[src/rtl/control_sequencer.sv]
// Registered mini-MIPS control decoder: one instruction per cycle via valid/ready,
// with multiply/divide unit tracking that stalls HI/LO-dependent instructions.
module control_sequencer #(
  parameter int MULT_CYCLES = 4,
  parameter int DIV_CYCLES  = 16,
  parameter int CNT_W       = 5
) (
  input  logic        clk,
  input  logic        rst_n,
  input  logic        i_instr_valid,
  input  logic [31:0] i_instruction,
  input  logic        i_flush,
  output logic        o_instr_ready,
  output logic        o_out_valid,
  output logic        o_reg_dst,
  output logic        o_alu_src,
  output logic        o_mem_to_reg,
  output logic        o_reg_write,
  output logic        o_mem_read,
  output logic        o_mem_write,
  output logic        o_branch,
  output logic        o_branch_not_equal,
  output logic        o_jump_link,
  output logic        o_mfhi_en,
  output logic        o_mflo_en,
  output logic [1:0]  o_alu_op,
  output logic        o_md_start,
  output logic [1:0]  o_md_op,
  output logic        o_md_busy,
  output logic        o_md_done,
  output logic        o_illegal
);

  localparam logic [5:0] OP_RTYPE = 6'b000000;
  localparam logic [5:0] OP_LW    = 6'b100011;
  localparam logic [5:0] OP_SW    = 6'b101011;
  localparam logic [5:0] OP_JAL   = 6'b000011;
  localparam logic [5:0] OP_BEQ   = 6'b000100;
  localparam logic [5:0] OP_BNE   = 6'b000101;
  localparam logic [5:0] OP_ADDI  = 6'b001000;
  localparam logic [5:0] FN_MFHI  = 6'b010000;
  localparam logic [5:0] FN_MFLO  = 6'b010010;

  localparam logic [CNT_W-1:0] MULT_LOAD = CNT_W'(MULT_CYCLES - 1);
  localparam logic [CNT_W-1:0] DIV_LOAD  = CNT_W'(DIV_CYCLES - 1);

  typedef enum logic {
    S_IDLE = 1'b0,
    S_BUSY = 1'b1
  } state_t;

  typedef struct packed {
    logic       reg_dst;
    logic       alu_src;
    logic       mem_to_reg;
    logic       reg_write;
    logic       mem_read;
    logic       mem_write;
    logic       branch;
    logic       branch_not_equal;
    logic       jump_link;
    logic       mfhi_en;
    logic       mflo_en;
    logic [1:0] alu_op;
    logic       md_start;
    logic [1:0] md_op;
    logic       illegal;
  } ctrl_t;

  logic [5:0]     w_opcode;
  logic [5:0]     w_funct;
  logic           w_is_md_op;
  logic           w_is_hilo;
  logic           w_hazard;
  logic           w_accept;
  logic           w_commit;
  logic           w_unused_bits;
  ctrl_t          w_dec;

  state_t         r_state;
  state_t         w_state_next;
  logic [CNT_W-1:0] r_cnt;
  logic [CNT_W-1:0] w_cnt_next;
  logic           r_md_done;
  logic           w_md_done_next;
  logic           r_out_valid;
  ctrl_t          r_ctrl;

  assign w_opcode      = i_instruction[31:26];
  assign w_funct       = i_instruction[5:0];
  assign w_unused_bits = ^i_instruction[25:6];

  assign w_is_md_op = (w_opcode == OP_RTYPE) && (w_funct[5:2] == 4'b0110);
  assign w_is_hilo  = (w_opcode == OP_RTYPE) &&
                      ((w_funct == FN_MFHI) || (w_funct == FN_MFLO));
  assign w_hazard   = w_is_md_op || w_is_hilo;

  // Only HI/LO consumers and new MDU ops wait; everything else streams through.
  assign o_instr_ready = !((r_state == S_BUSY) && w_hazard);
  assign w_accept      = i_instr_valid && o_instr_ready;
  assign w_commit      = w_accept && !i_flush;

  always_comb begin
    w_dec = '0;
    case (w_opcode)
      OP_RTYPE: begin
        if (w_is_md_op) begin
          w_dec.md_start = 1'b1;
          w_dec.md_op    = w_funct[1:0];
        end else if (w_funct == FN_MFHI) begin
          w_dec.reg_write = 1'b1;
          w_dec.reg_dst   = 1'b1;
          w_dec.mfhi_en   = 1'b1;
        end else if (w_funct == FN_MFLO) begin
          w_dec.reg_write = 1'b1;
          w_dec.reg_dst   = 1'b1;
          w_dec.mflo_en   = 1'b1;
        end else begin
          w_dec.reg_dst   = 1'b1;
          w_dec.reg_write = 1'b1;
          w_dec.alu_op    = 2'b10;
        end
      end
      OP_LW: begin
        w_dec.alu_src    = 1'b1;
        w_dec.mem_to_reg = 1'b1;
        w_dec.reg_write  = 1'b1;
        w_dec.mem_read   = 1'b1;
      end
      OP_SW: begin
        w_dec.alu_src   = 1'b1;
        w_dec.mem_write = 1'b1;
      end
      OP_JAL: begin
        w_dec.reg_write = 1'b1;
        w_dec.jump_link = 1'b1;
      end
      OP_BEQ: begin
        w_dec.branch = 1'b1;
        w_dec.alu_op = 2'b01;
      end
      OP_BNE: begin
        w_dec.branch_not_equal = 1'b1;
        w_dec.alu_op           = 2'b01;
      end
      OP_ADDI: begin
        w_dec.alu_src   = 1'b1;
        w_dec.reg_write = 1'b1;
      end
      default: w_dec.illegal = 1'b1;
    endcase
  end

  always_comb begin
    w_state_next   = r_state;
    w_cnt_next     = r_cnt;
    w_md_done_next = 1'b0;
    case (r_state)
      S_IDLE: begin
        if (w_commit && w_is_md_op) begin
          w_state_next = S_BUSY;
          w_cnt_next   = w_funct[1] ? DIV_LOAD : MULT_LOAD;
        end
      end
      S_BUSY: begin
        if (r_cnt == '0) begin
          w_state_next   = S_IDLE;
          w_md_done_next = 1'b1;
        end else begin
          w_cnt_next = r_cnt - 1'b1;
        end
      end
      default: w_state_next = S_IDLE;
    endcase
  end

  always_ff @(posedge clk or negedge rst_n) begin
    if (!rst_n) begin
      r_state   <= S_IDLE;
      r_cnt     <= '0;
      r_md_done <= 1'b0;
    end else begin
      r_state   <= w_state_next;
      r_cnt     <= w_cnt_next;
      r_md_done <= w_md_done_next;
    end
  end

  // A flushed or absent instruction registers an all-zero control word.
  always_ff @(posedge clk or negedge rst_n) begin
    if (!rst_n) begin
      r_out_valid <= 1'b0;
      r_ctrl      <= '0;
    end else begin
      r_out_valid <= w_commit;
      r_ctrl      <= w_commit ? w_dec : '0;
    end
  end

  assign o_out_valid        = r_out_valid;
  assign o_reg_dst          = r_ctrl.reg_dst;
  assign o_alu_src          = r_ctrl.alu_src;
  assign o_mem_to_reg       = r_ctrl.mem_to_reg;
  assign o_reg_write        = r_ctrl.reg_write;
  assign o_mem_read         = r_ctrl.mem_read;
  assign o_mem_write        = r_ctrl.mem_write;
  assign o_branch           = r_ctrl.branch;
  assign o_branch_not_equal = r_ctrl.branch_not_equal;
  assign o_jump_link        = r_ctrl.jump_link;
  assign o_mfhi_en          = r_ctrl.mfhi_en;
  assign o_mflo_en          = r_ctrl.mflo_en;
  assign o_alu_op           = r_ctrl.alu_op;
  assign o_md_start         = r_ctrl.md_start;
  assign o_md_op            = r_ctrl.md_op;
  assign o_illegal          = r_ctrl.illegal;
  assign o_md_busy          = (r_state == S_BUSY);
  assign o_md_done          = r_md_done;

endmodule

[config.mk]
export PLATFORM = sky130hd
export DESIGN_NAME = control_sequencer
export DESIGN_NICKNAME = d
export VERILOG_FILES = /design/src/rtl/control_sequencer.sv
export SDC_FILE = /design/constraint.sdc
export NUM_CORES = 1
export LEC_CHECK = 0
export BUFFER_PORTS_ARGS = -buffer_cell sky130_fd_sc_hd__buf_2
export CAP_MARGIN = 20
export CORE_UTILIZATION = 44
export DETAILED_ROUTE_END_ITERATION = 8
export PLACE_DENSITY = 0.85
export RECOVER_POWER = 50
export SLEW_MARGIN = 15
export SYNTH_ARGS = -nofsm -noshare
export SYNTH_HDL_FRONTEND = slang
export SYNTH_SLANG_ARGS = --single-unit
export TNS_END_PERCENT = 5
[constraint.sdc]
create_clock -name clk -period 1.6 [get_ports clk]
set_input_delay 0.32 -clock clk [delete_from_list [all_inputs] [get_ports clk]]
set_output_delay 0.32 -clock clk [all_outputs]
set_load 0.005 [all_outputs]
### After elaboration in Yosys (flattened, before gate mapping)

Cells that the tools add are included.

| cells by class | value |
|---|---|
| reductions and logical operators | 17 |
| equal/unequal tests | 11 |
| add/sub/neg operators | 1 |
| bitwise logic cells | 1 |
| multiplexer cells | 29 |

Operators by type and width:

| kind | number |
|---|---|
| $mux W17 | 1 |
| $mux W1 | 15 |
| $eq A6 B3 Y1 const B | 2 |
| $eq A6 B5 Y1 const B | 2 |
| $eq A6 B6 Y1 const B | 2 |
| $mux W5 | 2 |
| $pmux W5 S2 | 1 |
| $mux W3 | 3 |
| $mux W4 | 2 |
| $reduce_or A7 Y1 | 1 |
| $eq A6 B2 Y1 const B | 1 |
| $eq A6 B4 Y1 const B | 1 |
| $logic_and A1 B1 Y1 | 6 |
| $logic_not A6 Y1 | 1 |
| $reduce_or A3 Y1 | 2 |
| $logic_not A5 Y1 | 1 |
| $sub A5 B1 Y5 const B | 1 |
| $eq A4 B3 Y1 const B | 1 |
| $mux W2 | 2 |
| $ne A2 B2 Y1 const B | 2 |
| $pmux W1 S2 | 2 |
| $pmux W2 S2 | 1 |
| $logic_not A1 Y1 | 2 |
| $logic_or A1 B1 Y1 | 2 |
| other kinds (3) | 3 |

| word-level totals | value |
|---|---|
| word-level logic and storage cells | 78 |
| output and inout bits | 21 |
| input port bits | 36 |
| flip-flop bits (word level) | 25 |

### Depth between registers and ports, before layout

Gate-level depths: netlist of the first run.

| depth | value |
|---|---|
| word-level depth | 11 |
| gate-level depth with buffers | 6 |

### Worst setup path after synthesis of the first run

No wires, ideal clock.

| timing path | value |
|---|---|
| path type | register to register |
| from | register r_cnt[0] |
| to | register r_cnt[3] |
| library setup time | 0.121 ns |
| data arrival time | 1.304 ns |
| stages on the path, launching flop included | 7 |
| data required time | 1.479 ns |
| period minus slack after synthesis | 1.425 ns |
| slack | 0.175 ns |
| path through | dfrtp_1 inv_1 ha_1 nor4b_1 nand2b_1 a2bb2oi_1 o22a_1 |

| on the way | value |
|---|---|
| word-level cells in the longest chain between the ends | 3 |

RTL lines:

| what | line | text |
|---|---|---|
| start, declared | 82 | `logic [CNT_W-1:0] r_cnt;` |
| start signal, assigned | 184 | `r_cnt <= w_cnt_next;` |
| $sub A5 B1 Y5 / $logic_not A5 Y1 (equally long branches) | 170, 166 |  |
| $mux W5 / $ne A2 B2 Y1 (equally long branches) | n/a |  |
| $pmux W5 S2 / $reduce_and A2 Y1 (equally long branches) | n/a |  |

Parallel ways exist; a longest one is shown, timed or not. The select of a mux whose other input is x is not followed.
A chain may end at the register's enable or synchronous reset.

### Final worst setup path of the first run

| timing path | value |
|---|---|
| from | register r_state (netlist: o_md_busy) |
| to | output o_instr_ready |

| on the way | value |
|---|---|
| word-level cells in the longest chain between the ends | 2 |

RTL lines:

| what | line | text |
|---|---|---|
| start, declared | 80 | `state_t r_state;` |
| start signal, assigned | 183 | `r_state <= w_state_next;` |
| $logic_and A1 B1 Y1 | 99 | `assign o_instr_ready = !((r_state == S_BUSY) && w_hazard);` |
| $logic_not A1 Y1 | 99 |  |
| end, declared | 13 | `output logic o_instr_ready,` |

No other way between the ends.

==> run metrics, run 1 <==
run status=completed; Placed Cells=167; Fin. Hold Viols=0; IO Pins=57; Setup WS pre-CTS=0.002397 ns; Net Sw Frac=25.60%; global-route usage over all layers=18.97%; Lkg Pwr=0.7690 nW; Synth top area share=53.69%; Max VDD drop=0.0005028 V; worst-margin pin slew=0.5051 ns; CTS Buffer Depth=2; Seq pwr share=51.4%; DRC violations left=0; Slew Viols, Final=0; number of flops mapped to enable cells by yosys=0; drt pass-1 iters=5; Cell Rows=17; CTS tree=yes; starting density of the core=48.69%; crit path launch=o_md_busy$_DFF_PN0_; Root Buffer=clkbuf_4; number of synthesized register bits=24; Die Wd=52.42 µm; Syn Inst Count=99; CTS clk-pin slew, worst paths=0.13 ns; Final min period=1.572 ns; Die Outline Area=2748 µm²; CTS H-tree lvls=1; Final Non-Filler Cells=174; setup violators final=0; Clk pwr share=32.7%; core box area=2297 µm²; fin crit share=98.24%; nets@finish=185; clock sinks=24; crit path launch type=flop; max cap viols=0; routed vias/inst=5.615; post-synthesis net count=137; clock skew=0.003889 ns; DR WL/cell=14.16 µm; Largest Register=r_cnt; async set or reset register ratio after synthesis=100.0%; post-synthesis sequential area ratio=53.69%; final setup margin=0.02814 ns; Crit Path Class=reg -> out; drt total wl=2463 µm; post-synth cell types=37; Starting DRT DRC Count=23; Mapped Area=1119 µm²; Ant. Diodes=0; HP Start=i_instruction[1]; Num CTS Buffers=3; global-route wire length before repair=3691 µm; Internal=996.2 µW; endpoint type of the worst setup path=output pin; Largest register FFs=5; P per Cell Area=910.8 nW/µm²; Port Buffers=36; share of cells above drive strength 1=41.78%; Logic pwr share=15.9%; detailed placement HPWL=1723 µm; initial antenna violation count=0; Crit path required time=1.28 ns; main flop type after synthesis=dfrtp_1; syn_area_per_cell=11.30 µm²; GP Congestion=0.8304; synth top area cells=dfrtp_1 54%, nor3_1 2.7%, nor2_1 2.7%, nor4b_2 2.7%, and2_1 2.2%; r2r startpoint=r_cnt[1]$_DFFE_PN0P_; f_max=636.2 MHz; Synth area leader=dfrtp_1; Hold Crit Class=in -> reg; vias in the first global route=874; crit path max fanout=2; synth warn=0; Rel. slew slack=66.33%; Vias=977; Switching Power=342.8 µW; global route overflow=0; largest net degree at the start of global routing=25; Die Height=52.42 µm; P&R area growth vs syn=31.43%; RSZ-0062 raised after global routing=yes; clock latency on the worst-skew pair=0.32 ns; Arrival @ worst endpoint=1.25 ns; ANT nets after route=0
## power groups by stage
stage	sequential [mW]	clock (mW)	combinational [mW]
4_1_cts	0.681	0.451	0.207
5_1_grt	0.691	0.472	0.237
6_report	0.688	0.438	0.212
2_1_floorplan	0.685	0	0.108
3_5_place_dp	0.689	0	0.200
3_3_place_gp	0.685	0	0.191
## worst paths after layout
check                                         to  slack (ns)  cells past startpoint
hold / removal               o_mfhi_en$_DFF_PN0_        0.18                      2
min in group asynchronous  o_reg_write$_DFF_PN0_        0.51                      2
setup / recovery                   o_instr_ready        0.03                      3
hold reg to reg             r_cnt[0]$_DFFE_PN0P_        0.57                      2
setup reg to reg            r_cnt[3]$_DFFE_PN0P_        0.12                      6
max in group asynchronous  o_alu_op[1]$_DFF_PN0_        0.75                      2
## kinds of logic after synthesis
group | after synthesis | synth area share, %
compound gates | 19 | 12.53
fa+ha+maj | 2 | 2.237
buf+inv | 9 | 3.802
flops | 24 | 53.69
mux | 1 | 0.8949
simple gates | 44 | 26.85
## layer usage
layer  GRT usage, %  vias to the layer above  wire, µm
li1               -                      454         -
met1          22.41                      456       978
met2          30.17                       57      1229
met3          3.188                       10       173
met4          14.91                        0        82
met5              0                        -         0
## synth_stat cells (2+ instances only)
cell type,n
o21bai_1,2
a2bb2oi_1,2
dfrtp_1,24
nor4b_1,2
inv_1,6
ha_1,2
nor2_1,8
nand3_1,3
a31oi_1,2
nor4b_2,2
nand2_1,5
o21ai_0,3
and2_1,4
nor3_1,6
buf_4,2
a21oi_1,4
nand4_1,2
## layout by cell type (no fill, tap or decap), types with 2 or more instances in the layout
master,synthesis,routed
a21oi_1,4,4
a2bb2oi_1,2,2
a31oi_1,2,2
and2_1,4,4
buf_2,0,36
buf_4,2,8
clkbuf_4,0,3
dfrtp_1,24,24
ha_1,2,2
inv_1,6,6
nand2_1,5,5
nand3_1,3,3
nand4_1,2,2
nor2_1,8,8
nor3_1,6,5
nor4b_4,0,2
o21ai_0,3,3
o21bai_1,2,2
## worst max-delay path: stages, from the launching register on
cell     delay, ns
dfrtp_1       0.40
nor4b_4       0.25
nand4_1       0.13
buf_2         0.16
## metrics by stage
step                area (µm²)  total power [mW]  util, %    TNS, ns  hold WS, ns
finish                    1470             1.339    64.00          0       0.1849
floorplan                 1119            0.7927        -          0      0.02441
detailed placement        1364            0.8892    59.37          0       0.3232
global route              1470             1.401    64.00  -0.008978       0.1815
CTS                       1449             1.339    63.07  -0.002431       0.1697
global placement          1364            0.8762    59.37          0       0.3091
## repair_timing
item,in CTS,in global routing
setup buffers,1,1
endpoints found under the hold margin,24,0
endpoints found under the setup margin,2,2
gates resized for setup,2,2
hold buffers,1,0
pin swaps,1,1
## cell type report
cell class / instances / area, µm²
Clock buffer: 3 / 22.52
Clock inverter: 1 / 30.03
Fill cell: 163 / 827.0
Inverter: 7 / 27.53
Multi-Input combinational cell: 66 / 504.2
Sequential cell: 24 / 600.6
Tap cell: 28 / 35.03
Timing Repair Buffer: 45 / 250.2
No activity file was read; power rests on OpenSTA's default activity.
==> inputs of run 2 (changes only) <==
--- a/config.mk
+++ b/config.mk
@@ -7,9 +7,9 @@
 export LEC_CHECK = 0
 export BUFFER_PORTS_ARGS = -buffer_cell sky130_fd_sc_hd__buf_2
 export CAP_MARGIN = 20
-export CORE_UTILIZATION = 44
+export CORE_UTILIZATION = 39
 export DETAILED_ROUTE_END_ITERATION = 8
-export PLACE_DENSITY = 0.85
+export PLACE_DENSITY = 0.77
 export RECOVER_POWER = 50
 export SLEW_MARGIN = 15
 export SYNTH_ARGS = -nofsm -noshare
==> run metrics, run 2 (synthesis gave the netlist of run 1 again) <==
Rel. slew slack=60.81%; area of the multi-input gates=493.0 µm²; Hold Crit Class=in -> reg; Cell Rows=19; P per Cell Area=813.4 nW/µm²; GR Util met1=21.32%; Largest register FFs=5; endpoint type of the worst setup path=output pin; f_max=639.1 MHz; Die Height=55.56 µm; Largest delay share family, worst path=flip-flops; CTS clk-pin slew, worst paths=0.12 ns; clock latency on the worst-skew pair=0.31 ns; Die Outline Area=3086 µm²; max cap viols=0; Ant. Diodes=0; nets@finish=186; global-route usage over all layers=16.78%; commonest non-fill, non-tap cell in the layout=buf_2; CTS Buffer Depth=2; run status=completed; detailed placement HPWL=1815 µm; fillers=227; crit path launch type=flop; crit path max fanout=4; Fin. Hold Viols=0; setup violators final=0; worst hold slack=0.1908 ns; starting density of the core=40.92%; Vias=951; RSZ-0062 raised after global routing=yes; most frequent cells in the layout=35 x buf_2, 24 x dfrtp_1, 9 x buf_4, 8 x nor2_1; routed vias/inst=5.373; ANT nets after route=0; clock skew=0.001636 ns; Starting DRT DRC Count=48; IO Pins=57; CTS tree=yes; Arrival @ worst endpoint=1.24 ns; slowest stage delay, CP=0.41 ns; largest net degree at the start of global routing=25; CTS H-tree lvls=1; global-route wire length before repair=4071 µm; worst-margin pin slew=0.5878 ns; drt total wl=2463 µm; Root Buffer=clkbuf_4; Max VDD drop=0.0005401 V; initial antenna violation count=0; Die Wd=55.56 µm; Lkg Pwr=0.7578 nW; P&R area growth vs syn=28.75%; global route overflow=0; clock sinks=24; CP bufs+invs=1; GP Congestion=0.8796; critical path's slowest cell=dfrtp_1; Final min period=1.565 ns; DR WL/cell=13.92 µm; Crit Path Class=reg -> out; busiest grt layer=met2; Slew Viols, Final=0; CP Cell Sequence=nor4b_4 -> nand4_1 -> buf_2; Largest Register=r_cnt; Num CTS Buffers=3; DRC violations left=0; overall power=1.171 mW; met3 usage=0.7026%; Port Buffers=36; fin crit share=97.79%; core box area=2734 µm²; vias in the first global route=901; Reg area=600.6 µm²; met2 usage=29.09%; drt pass-1 iters=4; Crit path required time=1.28 ns; final setup TNS=0 ns; share of cells above drive strength 1=40.41%
-- run 2: cell count changes in the layout (fill, tap and decap cells not counted), sizes merged --
cell	previous run	this run
bufinv	1	0
clkbuf	3	4
-- run 2: power breakdown --
part | leakage (nW) | internal (mW) | switching (mW)
sequential | 0.319 | 0.645 | 0.0451
clock | 0.0138 | 0.0882 | 0.174
combinational | 0.425 | 0.100 | 0.119
total | 0.758 | 0.833 | 0.338
-- run 2: cell type report --
cell class              instances  share of cell area, %
flip-flops and latches         24                  41.70
multi-input cells              66                  34.23
repair buffers                 46                  17.90
well taps                      31                  2.693
inverters                       7                  1.911
clock buffers                   3                  1.564
-- run 2: worst register-to-register path: cells and delay by family, from the launching register on --
| kind | cells | cell delay [ns] |
|---|---|---|
| AND/OR/NAND/NOR | 2 | 0.45 |
| flip-flops | 1 | 0.42 |
| AO/OA/AOI/OAI | 2 | 0.28 |
| adder cells (fa/ha/maj) | 1 | 0.18 |
| buffers and inverters | 1 | 0.08 |
-- run 2: path summary, 6_finish.rpt --
kind | to | startpoint | depth (start not counted) | slack (ns)
worst max-delay path | o_instr_ready | o_md_busy$_DFF_PN0_ | 3 | 0.04
worst max register to register | r_cnt[3]$_DFFE_PN0P_ | r_cnt[1]$_DFFE_PN0P_ | 6 | 0.08
min in group asynchronous | o_md_done$_DFF_PN0_ | rst_n | 2 | 0.52
max in group asynchronous | o_alu_src$_DFF_PN0_ | rst_n | 2 | 0.70
worst min register to register | o_mfhi_en$_DFF_PN0_ | o_md_busy$_DFF_PN0_ | 1 | 0.50
worst min-delay path | o_mfhi_en$_DFF_PN0_ | i_instruction[1] | 2 | 0.19
-- run 2: what timing repair did --
item / in CTS / in global routing
endpoints found under the setup margin: 5 / 4
setup buffers: 0 / 2
pin swaps: 1 / 1
hold buffers: 1 / 0
gates cloned: 0 / 0
resized for setup: 2 / 1
hold endpoints to repair: 24 / 0
-- run 2: through the flow --
| step | std cells | setup slack (ns) | util, % | cell area [µm²] |
|---|---|---|---|---|
| 2_1_floorplan | 99 | 0.1748 | - | 1119 |
| 3_3_place_gp | 171 | 0.04950 | 50.30 | 1375 |
| 4_1_cts | 175 | -0.03790 | 52.04 | 1423 |
| 5_1_grt | 177 | -0.02874 | 52.68 | 1440 |
| 3_5_place_dp | 171 | -0.1133 | 50.30 | 1375 |
| 6_report | 177 | 0.03532 | 52.68 | 1440 |
-- run 2: layer usage --
layer	share of wire [%]	vias up
met3	4.0	3
li1	-	451
met5	0	-
met1	42	456
met2	53	41
met4	1.1	0
